File: config.mk
export PLATFORM = sky130hd
export DESIGN_NAME = fetch_unit
export DESIGN_NICKNAME = d
export VERILOG_FILES = /design/src/rtl/fetch_pkg.sv /design/src/rtl/fetch_unit_next_pc.sv /design/src/rtl/fetch_unit.sv
export SDC_FILE = /design/constraint.sdc
export NUM_CORES = 1
export LEC_CHECK = 0
export CORE_AREA = 10 10 117 119
export DETAILED_ROUTE_END_ITERATION = 10
export DIE_AREA = 0 0 127 129
export HOLD_SLACK_MARGIN = 0.06
export PLACE_DENSITY = 0.87
export REMOVE_ABC_BUFFERS = 1
export SLEW_MARGIN = 20
export SYNTH_ARGS = -nofsm -noshare
export SYNTH_HDL_FRONTEND = slang
export SYNTH_SLANG_ARGS = --single-unit
File: constraint.sdc
create_clock -name clk -period 7.2 [get_ports clk]
set_input_delay 1.44 -clock clk [delete_from_list [all_inputs] [get_ports clk]]
set_output_delay 1.44 -clock clk [all_outputs]
set_load 0.05 [all_outputs]
File: src/rtl/fetch_pkg.sv
// Shared definitions for the instruction fetch stage: opcodes, instruction
// field positions and the fetch FSM state encoding.
package fetch_pkg;

  localparam logic [5:0] OP_RTYPE = 6'b000000;
  localparam logic [5:0] OP_BEQ   = 6'b100011;
  localparam logic [5:0] OP_BNE   = 6'b100111;
  localparam logic [5:0] OP_J     = 6'b111000;
  localparam logic [5:0] OP_JAL   = 6'b111001;

  localparam int OPC_MSB    = 31;
  localparam int OPC_LSB    = 26;
  localparam int TGT_MSB    = 25;
  localparam int IMM_MSB    = 15;
  // Set for bne, clear for beq: selects which zero-flag polarity means taken.
  localparam int BR_POL_BIT = 28;

  typedef enum logic [1:0] {
    ST_RST   = 2'd0,
    ST_FETCH = 2'd1,
    ST_VALID = 2'd2,
    ST_ERR   = 2'd3
  } fetch_state_e;

  function automatic logic [31:0] sext_imm(input logic [15:0] imm);
    return {{16{imm[15]}}, imm};
  endfunction

endpackage

File: src/rtl/fetch_unit_next_pc.sv
// Combinational next-PC selection: jump over taken branch over sequential.
module next_pc_logic
  import fetch_pkg::*;
(
  input  logic [31:0] pc_i,
  input  logic [31:0] instr_i,
  input  logic        branch_i,
  input  logic        jump_i,
  input  logic        alu_zero_i,
  output logic [31:0] pc_plus4_o,
  output logic [31:0] next_pc_o
);

  logic [31:0] branch_off;
  logic        taken;

  always_comb begin
    pc_plus4_o = pc_i + 32'd4;
    branch_off = sext_imm(instr_i[IMM_MSB:0]) << 2;
    taken      = instr_i[BR_POL_BIT] ? ~alu_zero_i : alu_zero_i;
    next_pc_o  = pc_plus4_o;
    if (jump_i) begin
      next_pc_o = {pc_plus4_o[31:28], instr_i[TGT_MSB:0], 2'b00};
    end else if (branch_i && taken) begin
      next_pc_o = pc_plus4_o + branch_off;
    end
  end

endmodule

File: src/rtl/fetch_unit.sv
// Instruction fetch stage: owns the PC, fetches over a req/ack memory port and
// holds the word in an instruction register until the datapath retires it.
module fetch_unit
  import fetch_pkg::*;
#(
  parameter logic [31:0] RESET_PC = 32'h0000_0000,
  parameter int          TIMEOUT  = 16
) (
  input  logic        clk,
  input  logic        rst_n,
  output logic        imem_req,
  output logic [31:0] imem_addr,
  input  logic        imem_ack,
  input  logic [31:0] imem_rdata,
  output logic [31:0] instr,
  output logic [5:0]  opcode,
  output logic        instr_valid,
  input  logic        instr_ready,
  output logic [31:0] pc,
  output logic [31:0] pc_plus4,
  input  logic        branch,
  input  logic        jump,
  input  logic        alu_zero,
  output logic        fetch_err,
  output logic [1:0]  dbg_state
);

  // Handshakes: imem_req stays high in FETCH until a cycle with imem_ack=1
  // (data captured that edge); instr_valid stays high in VALID until a cycle
  // with instr_ready=1. Either input is ignored when its partner is low.

  localparam int CW = $clog2(TIMEOUT + 1);
  localparam logic [CW-1:0] CNT_LAST = CW'(TIMEOUT - 1);

  fetch_state_e  state_q, state_d;
  logic [31:0]   pc_q, pc_d;
  logic [31:0]   instr_q, instr_d;
  logic [CW-1:0] cnt_q, cnt_d;
  logic [31:0]   next_pc;

  next_pc_logic u_next_pc (
    .pc_i       (pc_q),
    .instr_i    (instr_q),
    .branch_i   (branch),
    .jump_i     (jump),
    .alu_zero_i (alu_zero),
    .pc_plus4_o (pc_plus4),
    .next_pc_o  (next_pc)
  );

  always_ff @(posedge clk or negedge rst_n) begin
    if (!rst_n) begin
      state_q <= ST_RST;
      pc_q    <= RESET_PC;
      instr_q <= 32'd0;
      cnt_q   <= '0;
    end else begin
      state_q <= state_d;
      pc_q    <= pc_d;
      instr_q <= instr_d;
      cnt_q   <= cnt_d;
    end
  end

  always_comb begin
    state_d = state_q;
    pc_d    = pc_q;
    instr_d = instr_q;
    cnt_d   = cnt_q;
    unique case (state_q)
      ST_RST: state_d = ST_FETCH;
      ST_FETCH: begin
        if (imem_ack) begin
          instr_d = imem_rdata;
          cnt_d   = '0;
          state_d = ST_VALID;
        end else if (cnt_q == CNT_LAST) begin
          state_d = ST_ERR;
        end else begin
          cnt_d = cnt_q + CW'(1);
        end
      end
      ST_VALID: begin
        if (instr_ready) begin
          pc_d    = next_pc;
          state_d = ST_FETCH;
        end
      end
      ST_ERR: state_d = ST_ERR;
      default: state_d = ST_RST;
    endcase
  end

  assign imem_req    = (state_q == ST_FETCH);
  assign imem_addr   = pc_q;
  assign instr       = instr_q;
  assign opcode      = instr_q[OPC_MSB:OPC_LSB];
  assign instr_valid = (state_q == ST_VALID);
  assign pc          = pc_q;
  assign fetch_err   = (state_q == ST_ERR);
  assign dbg_state   = state_q;

endmodule

### After elaboration in Yosys (flattened, before gate mapping)

Index checks and enable logic that the tools add are counted.

| word-level totals | value |
|---|---|
| register bits | 71 |
| latch bits | 0 |
| RAM bits | 0 |
| ROM bits | 0 |
| input bits | 39 |
| output and inout bits | 139 |
| memories | 0 |

| cells by class | value |
|---|---|
| add/subtract/negate cells | 3 |
| multiply operators | 0 |
| div/mod/pow operators | 0 |
| magnitude comparators | 0 |
| equal/unequal tests | 7 |
| shifts and indexed selects | 0 |
| muxes and demuxes | 9 |
| bitwise logic cells | 1 |
| reductions and logical operators | 6 |

Operators with widths:

| cell | count |
|---|---|
| $mux W32 | 2 |
| $add A32 B3 Y32 const B | 1 |
| $add A32 B32 Y32 | 1 |
| $mux W5 | 2 |
| $pmux W2 S4 | 1 |
| $reduce_and A2 Y1 | 4 |
| $mux W2 | 3 |
| $add A5 B1 Y5 const B | 1 |
| $eq A5 B4 Y1 const B | 1 |
| $eq A2 B2 Y1 const B | 2 |
| $ne A3 B1 Y1 const B | 1 |
| $eq A2 B1 Y1 const B | 1 |
| $logic_not A2 Y1 | 1 |
| $ne A2 B1 Y1 const B | 1 |
| $ne A2 B2 Y1 const B | 1 |
| $logic_and A1 B1 Y1 | 1 |
| $mux W1 | 1 |
| $not A1 Y1 | 1 |

### Logic depth before layout (Yosys ltp)

| depth | value |
|---|---|
| depth in word-level cells | 5 |
| depth in mapped cells | 16 |
| depth with buffers taken out | 15 |

### Modules after synthesis

From an unflattened synthesis, not the netlist that was laid out.

| second synthesis, totals | value |
|---|---|
| cell total of the unflattened synthesis | 630 |
| area total of the unflattened synthesis | 5,880.6 µm² |

By module, submodules not included:

| module | times used | cells an instance | area an instance (µm²) |
|---|---|---|---|
| fetch_unit | 1 | 212 | 3,090.5 |
| next_pc_logic | 1 | 418 | 2,790.2 |

### Least setup slack after synthesis

OpenSTA, ideal clock, no wires.

| timing | value |
|---|---|
| path type | register to register |
| start | register pc_q[2] (netlist: imem_addr[2]) |
| end | register pc_q[31] (netlist: imem_addr[31]) |
| arrival | 4.946 ns |
| required time | 7.096 ns |
| setup slack | 2.150 ns |
| cell stages (with the launch flop) | 16 |
| buffers on the path | 1 |
| period minus slack after synthesis | 5.050 ns |
| cells stage by stage | dfrtp_1 > ha_1 > and4_1 > or3b_1 > nor2_2 > nand4_1 > xnor2_1 > ha_1 > clkbuf_1 > a31oi_1 > o21ai_1 > a221oi_1 > mux2i_1 > o41a_1 > a211oi_1 > o311ai_1 |

| on the way | value |
|---|---|
| word-level cells in the longest chain between the ends | 4 |

Ends and longest elaborated chain:

| element | RTL line | RTL |
|---|---|---|
| from (decl) | fetch_unit.sv:36 | `logic [31:0] pc_q, pc_d;` |
| from (signal assigned) | fetch_unit.sv:59 | `pc_q <= pc_d;` |
| $add A32 B3 Y32 | fetch_unit_next_pc.sv:18 | `pc_plus4_o = pc_i + 32'd4;` |
| net pc_plus4[26] | fetch_unit.sv:20 | `output logic [31:0] pc_plus4,` |
| $add A32 B32 Y32 | fetch_unit_next_pc.sv:25 | `next_pc_o = pc_plus4_o + branch_off;` |
| $mux W32 | fetch_unit_next_pc.sv:24 | `end else if (branch_i && taken) begin` |
| $mux W32 | fetch_unit_next_pc.sv:22 | `if (jump_i) begin` |

The timed path passes the listed nets, and every way through them passes these cells.
A chain may end at the register's enable or synchronous reset.

### Worst setup path in the final report

| timing | value |
|---|---|
| start | register pc_q[2] (netlist: imem_addr[2]) |
| end | output port pc_plus4[20] |

| on the way | value |
|---|---|
| word-level cells in the longest chain between the ends | 1 |

Ends and longest elaborated chain:

| element | RTL line |
|---|---|
| $add A32 B3 Y32 | fetch_unit_next_pc.sv:18 |
| to (decl) | fetch_unit.sv:20 |

Every way passes these cells.

==> qor.yml <==
cp_cell_sequence: "ha_1 > and4_1 > or3b_1 > nor2_2 > nand3_1 > xnor2_1 > clkdlybuf4s50_1"
die_h_um: 129
fin_setup_tns_ns: 0
dr.pass1.iters: 5
placed_cells: 937
synth_edf_count: 0
switching_share_pct: 56.3
mostFrequentLayoutCells: "170 x clkdlybuf4s50_1, 72 x nand2_1, 69 x dfrtp_1"
ys_ff_latch: 69
arrival_ns: 3.53
layout_commonest_cell: "clkdlybuf4s50_1"
switchingPower_mw: 2.24
h-tree-depth: 3
n_antenna_cell: 0
synth_top_area_cell: "dfrtp_1"
hp-start: "instr[23]$_DFFE_PN0P_"
setup-violations-final: 0
postCtsSetupBuffers: 0
layoutNonFillerInstCount: 952
drv_cap: 0
status: "finished, final reports clean"
fin_ws_ns: 2.23
wire_per_inst_um: 19.8
p_per_area_nw_per_um2: 522
cts_tree: "yes"
fin_crit_sh_pct: 69.0
path_buf_inv: 1
num_rows: 39
drtAntennaViolNets: 0
syn_area_um2: 5820
max-vdd-ir-drop_uv: 374
clkPwrFrac_pct: 10.3
drt_iter0_drc: 480
dp_slack_ns: 2.64
finalWeightedCongestion: 0.911
hold_viol: 0
cts_hold_buf: 0
cts-root-buf: "clkbuf_16"
initial_utilization_pct: 51.4
skew_ns: 0.00644
critPathKind: "reg -> out"
avgSynthCellArea_um2: 8.60
path_clk_slew_ns: 0.06
fmaxAchievable_ghz: 0.201
grt_max_degree: 70
crit_start: "imem_addr[2]$_DFFE_PN0P_"
crit_path_top_delay_cell: "clkdlybuf4s50_1"
slew_violations: 0
crit_fanout: 7
ys_seq_area_share_pct: 29.7
numCtsBuffers: 9
drive_above_1_share_pct: 8.78
portBuffers: 171
post-dp-hpwl_um: 14100
final_nets: 883
max_stage_delay_ns: 0.91
dieArea_um2: 16400
worst_pin_slew_ns: 0.903
track_usage_pct: 22.4
async_flop_share_pct: 100
cts.sinks: 69
vias: 5688
critPathRequiredTime_ns: 5.76
r2r_start: "imem_addr[2]$_DFFE_PN0P_"
hold_class: "reg -> reg"
seqPwrFrac_pct: 18.3
max-slew-margin-rel_pct: 39.8
cts.repair.resized: 0
p_leak_nw: 3.34
p_int_mw: 1.74
remaining_drc_errors: 0
clockBufferDepth: 2
ys_top_cells_by_area: "dfrtp_1 30%, ha_1 8.2%, mux2_2 6.2%"
yosysUniqueCellTypes: 72
fin_crit_ns: 4.97
synth_flop_cell: "dfrtp_1"
pin_count: 178
end_kind: "output pin"
coreArea_um2: 11300
p_comb_share_pct: 71.4
grt_pass1_vias: 5832
start_kind: "flop"
routed_via_density: 5.97
antenna_found_initial: 0
rsz0062_at_grt: "false"
synthCells: 677
die_w_um: 127
yosysWarnings: 0
yosysTopAreaCellShare_pct: 29.7
wl_um: 18900
area_delta_synth_final_pct: 31.0
grt-ovfl-total: 0
cpLargestDelayFamily: "simple AND/OR/NAND/NOR gates"
grt_pass1_wl_um: 30400
clock_latency_ns: 0.34
## synthesized netlist by cell type, types with 12 or more instances
cell,count
nand2_1,72
dfrtp_1,69
a21oi_1,46
buf_4,42
nor2_1,41
ha_1,38
o21ai_0,34
mux2_2,32
xnor2_1,26
nand3_1,22
clkbuf_1,18
xor2_1,18
a21o_1,15
and3_1,15
nor3_1,15
o211ai_1,12
## power by group through the flow
stage	registers, mW	logic (mW)	clock network [mW]
global placement	0.715	2.78	0
finish	0.729	2.84	0.410
CTS	0.726	2.84	0.414
global route	0.754	3.02	0.433
detailed placement	0.730	2.81	0
floorplan	1.43	1.21	0
## metal layers
| layer | global-route usage, % | vias to the layer above | routed length, um |
|---|---|---|---|
| li1 | - | 2688 | - |
| met1 | 26.2 | 2723 | 7540 |
| met4 | 6.10 | 0 | 235 |
| met5 | 0 | - | 0 |
| met3 | 8.13 | 22 | 1900 |
| met2 | 37.8 | 255 | 9180 |
## state kept, by name, summed over array words and instances, names as in the netlist
register / count
imem_addr: 30
dbg_state: 2
instr: 32
cnt_q: 5
## cells by family after synthesis
| group | synth area share (%) |
|---|---|
| simple gates | 18.7 |
| compound gates | 21.2 |
| buf+inv | 8.08 |
| flops | 29.7 |
| xor+xnor | 6.90 |
| fa+ha+maj | 8.51 |
| mux | 6.88 |
| other cells | 0.0644 |
## metrics by stage
stage                     area [um2]  hold slack, ns  power (mW)  util [%]
final                           7630           0.534        3.98      67.4
after global routing            7630           0.547        4.21      67.4
after CTS                       7630           0.533        3.98      67.4
after detailed placement        7370           0.521        3.54      65.1
after global placement          7370           0.511        3.49      65.1
after floorplan                 5420           0.487        2.63         -
## path summary, 6_finish.rpt
path                                              to  slack, ns  cells past startpoint
setup / recovery                        pc_plus4[20]       2.23                      7
hold / removal                 instr[23]$_DFFE_PN0P_       0.53                      1
setup reg to reg           imem_addr[31]$_DFFE_PN0P_       2.48                     15
hold reg to reg                instr[23]$_DFFE_PN0P_       0.53                      1
max in group asynchronous  imem_addr[19]$_DFFE_PN0P_       5.38                      1
min in group asynchronous       instr[6]$_DFFE_PN0P_       1.24                      1
## cell type report
cell class,instances,area (um2)
clock buffers,13,250
multi-input cells,534,3650
fillers,924,3690
repair buffers,179,1770
clock inverters,2,10.0
inverters,12,45.0
flip-flops and latches,69,1730
well taps,143,179
No activity file was read; power rests on OpenSTA's default activity.
